[src/rtl/sr_pkg.sv]
// Shared Q14 constants, controller phase codes and the leaky-integrator step
// used by the SR ignition trigger path.
package sr_pkg;

    localparam int Q14_ONE  = 16384;
    localparam int Q14_ZERO = 0;

    typedef enum logic [1:0] {
        PH_IDLE       = 2'd0,
        PH_ARMED      = 2'd1,
        PH_IGNITE     = 2'd2,
        PH_REFRACTORY = 2'd3
    } sr_phase_e;

    // One leaky-integrator update; >>> on a signed int floors toward -inf.
    function automatic int leaky_step(input int state, input int target, input int shift);
        return state + ((target - state) >>> shift);
    endfunction

endpackage

[src/rtl/sr_leaky_integrator.sv]
// First-order leaky integrator: state moves 1/2^SHIFT of the way to target
// on every clk_en sample.
module sr_leaky_integrator
    import sr_pkg::*;
#(
    parameter int WIDTH = 18,
    parameter int SHIFT = 6
) (
    input  logic                    clk,
    input  logic                    rst,
    input  logic                    clk_en,
    input  logic signed [WIDTH-1:0] target,
    output logic signed [WIDTH-1:0] state
);

    always_ff @(posedge clk) begin
        if (rst) begin
            state <= '0;
        end else if (clk_en) begin
            state <= WIDTH'(leaky_step(int'(state), int'(target), SHIFT));
        end
    end

endmodule

[src/rtl/sr_ignition_trigger.sv]
// Trigger generator for the ignition controller: phase coherence, beta
// quiescence with hysteresis, warmup gating and ignition event readback.
module sr_ignition_trigger
    import sr_pkg::*;
#(
    parameter int WIDTH      = 18,
    parameter int FRAC       = 14,
    parameter int COH_SHIFT  = 6,
    parameter int BETA_SHIFT = 5,
    parameter int QUIET_HOLD = 200,
    parameter int WARMUP     = 64
) (
    input  logic                    clk,
    input  logic                    rst,
    input  logic                    clk_en,
    input  logic signed [WIDTH-1:0] sr_in,
    input  logic signed [WIDTH-1:0] ref_in,
    input  logic signed [WIDTH-1:0] beta_in,
    input  logic signed [WIDTH-1:0] quiet_lo,
    input  logic signed [WIDTH-1:0] quiet_hi,
    input  logic                    ignition_active,
    output logic signed [WIDTH-1:0] coherence_out,
    output logic                    beta_quiet,
    output logic signed [WIDTH-1:0] peak_coherence,
    output logic [7:0]              event_count,
    output logic                    warm
);

    localparam logic signed [WIDTH-1:0] COH_ONE  = WIDTH'((FRAC == 14) ? Q14_ONE : (1 << FRAC));
    localparam logic signed [WIDTH-1:0] COH_ZERO = WIDTH'(Q14_ZERO);
    localparam logic signed [WIDTH-1:0] S_MIN    = {1'b1, {(WIDTH-1){1'b0}}};
    localparam logic signed [WIDTH-1:0] S_MAX    = {1'b0, {(WIDTH-1){1'b1}}};
    localparam logic [16:0]             HOLD_MAX = 17'(QUIET_HOLD);
    localparam logic [16:0]             WARM_MAX = 17'(WARMUP);

    logic                    agree;
    logic signed [WIDTH-1:0] coh_target;
    logic signed [WIDTH-1:0] babs;
    logic signed [WIDTH-1:0] coh;
    logic signed [WIDTH-1:0] coh_next;
    logic signed [WIDTH-1:0] coh_out_next;
    logic signed [WIDTH-1:0] env_q;
    logic [15:0]             hold_cnt;
    logic [15:0]             hold_next;
    logic [16:0]             hold_inc;
    logic                    quiet;
    logic                    quiet_next;
    logic [15:0]             warm_cnt;
    logic [16:0]             warm_inc;
    logic                    warm_next;
    logic                    active_d;
    logic                    rise;

    sr_leaky_integrator #(.WIDTH(WIDTH), .SHIFT(COH_SHIFT)) u_coh (
        .clk    (clk),
        .rst    (rst),
        .clk_en (clk_en),
        .target (coh_target),
        .state  (coh)
    );

    sr_leaky_integrator #(.WIDTH(WIDTH), .SHIFT(BETA_SHIFT)) u_env (
        .clk    (clk),
        .rst    (rst),
        .clk_en (clk_en),
        .target (babs),
        .state  (env_q)
    );

    always_comb begin
        // A zero sample is treated as positive.
        agree      = (sr_in < COH_ZERO) == (ref_in < COH_ZERO);
        coh_target = agree ? COH_ONE : COH_ZERO;

        if (beta_in == S_MIN) begin
            babs = S_MAX;
        end else if (beta_in < COH_ZERO) begin
            babs = -beta_in;
        end else begin
            babs = beta_in;
        end

        // Same step the coherence integrator takes this sample; output and
        // peak must see the post-update value with one sample of latency.
        coh_next = WIDTH'(leaky_step(int'(coh), int'(coh_target), COH_SHIFT));

        hold_inc   = {1'b0, hold_cnt} + 17'd1;
        hold_next  = hold_cnt;
        quiet_next = quiet;
        if (env_q >= quiet_hi) begin
            hold_next  = '0;
            quiet_next = 1'b0;
        end else if (env_q < quiet_lo) begin
            if (hold_inc >= HOLD_MAX) begin
                hold_next  = HOLD_MAX[15:0];
                quiet_next = 1'b1;
            end else begin
                hold_next = hold_inc[15:0];
            end
        end

        warm_inc     = {1'b0, warm_cnt} + 17'd1;
        warm_next    = (warm_inc >= WARM_MAX);
        coh_out_next = warm_next ? coh_next : '0;
        rise         = ignition_active & ~active_d;
    end

    always_ff @(posedge clk) begin
        if (rst) begin
            hold_cnt       <= '0;
            quiet          <= 1'b0;
            warm_cnt       <= '0;
            warm           <= 1'b0;
            coherence_out  <= '0;
            beta_quiet     <= 1'b0;
            active_d       <= 1'b0;
            peak_coherence <= '0;
            event_count    <= '0;
        end else if (clk_en) begin
            hold_cnt <= hold_next;
            quiet    <= quiet_next;
            if (warm_cnt != WARM_MAX[15:0]) begin
                warm_cnt <= warm_inc[15:0];
            end
            warm          <= warm_next;
            coherence_out <= coh_out_next;
            beta_quiet    <= warm_next & quiet_next;
            active_d      <= ignition_active;
            if (rise) begin
                peak_coherence <= coh_out_next;
                if (event_count != 8'hFF) begin
                    event_count <= event_count + 8'd1;
                end
            end else if (ignition_active && (coh_out_next > peak_coherence)) begin
                peak_coherence <= coh_out_next;
            end
        end
    end

endmodule

[config.mk]
export PLATFORM = sky130hd
export DESIGN_NAME = sr_ignition_trigger
export DESIGN_NICKNAME = d
export VERILOG_FILES = /design/src/rtl/sr_pkg.sv /design/src/rtl/sr_leaky_integrator.sv /design/src/rtl/sr_ignition_trigger.sv
export SDC_FILE = /design/constraint.sdc
export NUM_CORES = 1
export LEC_CHECK = 0
export ABC_AREA = 1
export BUFFER_PORTS_ARGS = -buffer_cell sky130_fd_sc_hd__buf_2
export CAP_MARGIN = 0
export CORE_MARGIN = 2
export CORE_UTILIZATION = 38
export CTS_CLUSTER_DIAMETER = 150
export DETAILED_ROUTE_END_ITERATION = 8
export SLEW_MARGIN = 30
export SYNTH_ARGS = -nofsm -noshare
export SYNTH_HDL_FRONTEND = slang
export SYNTH_SLANG_ARGS = --single-unit
[constraint.sdc]
create_clock -name clk -period 4.6 [get_ports clk]
set_input_delay 0.92 -clock clk [delete_from_list [all_inputs] [get_ports clk]]
set_output_delay 0.92 -clock clk [all_outputs]
set_load 0.01 [all_outputs]
==> results.md <==
* Remaining global-route overflow at 0
* Core region area at 0.02533 mm2
* Tightest Hold Check Type: register to register
* Post-layout worst setup margin at -0.9104 ps
* Maximum clock frequency at 217.3 MHz
* Synthesized netlist cell count at 1,516
* Leading cell types by total area after synthesis: sky130_fd_sc_hd__dfxtp_1 (24%), sky130_fd_sc_hd__ha_1 (14%), sky130_fd_sc_hd__nand2_1 (12%)
* Post-CTS Hold Fix Bufs at 0
* Violation count after the first detailed-route iteration at 547
* Proportion of synthesized flip-flops having asynchronous set or reset at 0
* Number of port buffers at 105
* Final hold vios at 0
* Overall Global Routing Usage at 0.2152
* Global-route wire length before repair at 47.18 mm
* Power per unit of standard cell area at 912.3 mW/mm2
* Via count of the first global-routing pass at 10,040
* Total chip power at 12.74 mW
* Slew Limit Fails at 0
* Largest net degree at the start of global routing at 60
* Kind of start point of the critical path: input pin
* Area overhead of the layout relative to synthesis at 41.63%
* Average cell area after synthesis at 6.504 um2
* Relative slew slack at 0.5093
* Final period util at 1.000
* Highest-count cells in the layout ignoring fill and taps: sky130_fd_sc_hd__nand2_1 (290), sky130_fd_sc_hd__inv_1 (220), sky130_fd_sc_hd__buf_4 (191), sky130_fd_sc_hd__a21oi_1 (131), sky130_fd_sc_hd__nor2_1 (119)
* Area fraction of the dominant cell type after synthesis at 0.2355
* Clk root buf: sky130_fd_sc_hd__clkbuf_16
* Total CTS buffers at 17
* Number of inserted filler cells in the final layout at 2,372
* Critical path data required time at 4920 ps
* RSZ-0062 raised after global routing: true
* Combined area of all synthesized cells at 0.009861 mm2
* Initial antenna violation count at 0
* Die boundary height at 165.1 um
* Element type at the critical path end: register
* Footprint of the flip-flops and latches at 0.002325 mm2
* Result of the run: finished, violations left
* Row Count at 58
* Detailed placement HPWL at 22.10 mm
* Pin slew with the least headroom to its limit at 736.1 ps
* Failing checks: setup timing
* Nets in the synthesized netlist at 1,723
* Number of warnings issued by yosys at 0
* Arrival time at the worst endpoint at 4920 ps
* Clk pin slew, worst setup/hold paths at 70 ps
* Nets@finish at 2,019
* Starting density of the core at 0.3893
* Most common library cell in the layout ignoring fill and taps: sky130_fd_sc_hd__nand2_1
* Number of top-level design ports at 140
* Setup tns final at -0.9104 ps
* Pre-antenna DRT Iters at 5
* Sequential cell area fraction in the yosys report at 0.2355
* Routed wire length at 31.22 mm
* Largest voltage drop on the vdd net at 0.6995 mV
* Category of the critical setup timing path: input pin to register
* Final setup skew at 16.82 ps
* Placer's final routability congestion estimate at 0.8766
* Clock tree from TritonCTS: done
* CP max FO at 5
* Largest stage delay, worst path at 320 ps
* Max stage delay cell, worst path: sky130_fd_sc_hd__ha_2
* Post-Route Utilization at 0.5514
* Fin Hold WS at 465.6 ps
* Dominant register cell in the synthesized netlist: sky130_fd_sc_hd__dfxtp_1
* Area of combinational cells with multiple inputs at 0.007490 mm2
* # Max-Cap Violations at 0
* Via count of the routed design at 10,790
* Count of antenna diodes in the layout at 0
* Per-cell via count in the routed design at 5.009
* Die area at 0.02725 mm2
* Remaining antenna violation count at 0
* Leakage component of the power at 6.904 nW
* Clock sinks at 116
* CTS H-tree depth at 4
* Wire length per cell after detailed routing at 14.48 um
* Die Width at 165.1 um
* Latest clock arrival within the worst-skew pair at 430 ps
* Post-route DRC at 0
* Largest buffer count on any clock path at 2
* Worst reg-to-reg setup slack at 50 ps
* #FFs+latches synth at 116
* Fraction of layout instances using a drive strength above 1 at 0.3085
* Library cells used by synthesis at 46
* Tmin final at 4601 ps
* # setup viols final at 1
* Largest area contributor in the netlist: sky130_fd_sc_hd__dfxtp_1
* Number of enable-type register cells in the synthesized netlist at 0
## cell usage after synthesis (5+ instances only)
cell,instances
sky130_fd_sc_hd__nor2_1,138
sky130_fd_sc_hd__inv_1,229
sky130_fd_sc_hd__nand2_1,320
sky130_fd_sc_hd__o211ai_1,5
sky130_fd_sc_hd__a21o_1,7
sky130_fd_sc_hd__nor3_1,20
sky130_fd_sc_hd__nand3_2,6
sky130_fd_sc_hd__ha_1,111
sky130_fd_sc_hd__xor2_1,53
sky130_fd_sc_hd__o21bai_1,11
sky130_fd_sc_hd__nand4_1,24
sky130_fd_sc_hd__dfxtp_1,116
sky130_fd_sc_hd__o21a_1,6
sky130_fd_sc_hd__a21oi_1,173
sky130_fd_sc_hd__o21ai_0,106
sky130_fd_sc_hd__nand3_1,73
sky130_fd_sc_hd__buf_1,8
sky130_fd_sc_hd__inv_2,13
sky130_fd_sc_hd__xnor2_1,21
sky130_fd_sc_hd__nor2_2,9
sky130_fd_sc_hd__clkbuf_1,20
## kinds of logic (layout without fill, tap and decap cells)
logic type / Yosys count / in the layout / share of synthesized area
flops: 116 / 116 / 0.2355
buf+inv: 277 / 585 / 0.1090
xor+xnor: 74 / 74 / 0.06573
compound gates: 324 / 324 / 0.1771
fa+ha+maj: 113 / 113 / 0.1449
simple gates: 612 / 613 / 0.2677
## final cells by class
cell class,instances,share of cell area
clock inverter,14,0.01084
multi-input combinational,1124,0.5363
sequential,116,0.1665
inverter,242,0.06504
timing repair buffer,311,0.1611
tap,330,0.02956
clock buffer,18,0.03073
## registers in the layout, summed over array words and instances (netlist names)
register,flops
coherence_out,18
peak_coherence,18
u_coh.state,18
u_env.state,18
hold_cnt,16
warm_cnt,16
event_count,8
active_d,1
beta_quiet,1
quiet,1
warm,1
## power by group
part | switching (mW) | leakage, nW | internal, mW | total (mW)
combinational | 5.20 | 5.67 | 4.56 | 9.76
sequential | 0.340 | 0.957 | 1.30 | 1.64
clock | 0.537 | 0.281 | 0.802 | 1.34
total | 6.08 | 6.90 | 6.66 | 12.7
## final timing paths
kind	cells past startpoint	startpoint	endpoint
max	26	sr_in[17]	peak_coherence[6]
min	2	coherence_out[8]	coherence_out[8]
max reg2reg	27	u_coh.state[1]	peak_coherence[6]
min reg2reg	2	coherence_out[8]	coherence_out[8]
## critical path, delay by kind of cell
family / cells / cell delay [ps]
XOR/XNOR: 3 / 520
adder cells (fa/ha/maj): 3 / 910
buffers and inverters: 5 / 570
AO/OA/AOI/OAI: 5 / 540
AND/OR/NAND/NOR: 10 / 1420
## per-layer routing
metal,part of all wire,track usage,wire (um),vias to the layer above
li1,-,-,-,5546
met1,0.45,0.2700,14120,4972
met2,0.48,0.3778,15130,225
met3,0.041,0.03946,1283,51
met4,0.022,0.05771,681,0
met5,0,0,0,-
## per-stage QoR
step	setup WS, ps	std cells	instance area [um2]
3_3_place_gp	-514.1	2087	11930
2_1_floorplan	4.813	1516	9866
5_1_grt	-298.6	2155	13970
6_report	-0.9104	2155	13970
3_5_place_dp	-530.5	2087	11930
4_1_cts	4.627	2124	12680
## what timing repair did
item,in CTS,in global routing
gates resized for setup,26,232
setup buffers,4,24
pin swaps,12,106
cloned,1,7
setup endpoints to repair,23,29
No activity file was read; power rests on OpenSTA's default activity.
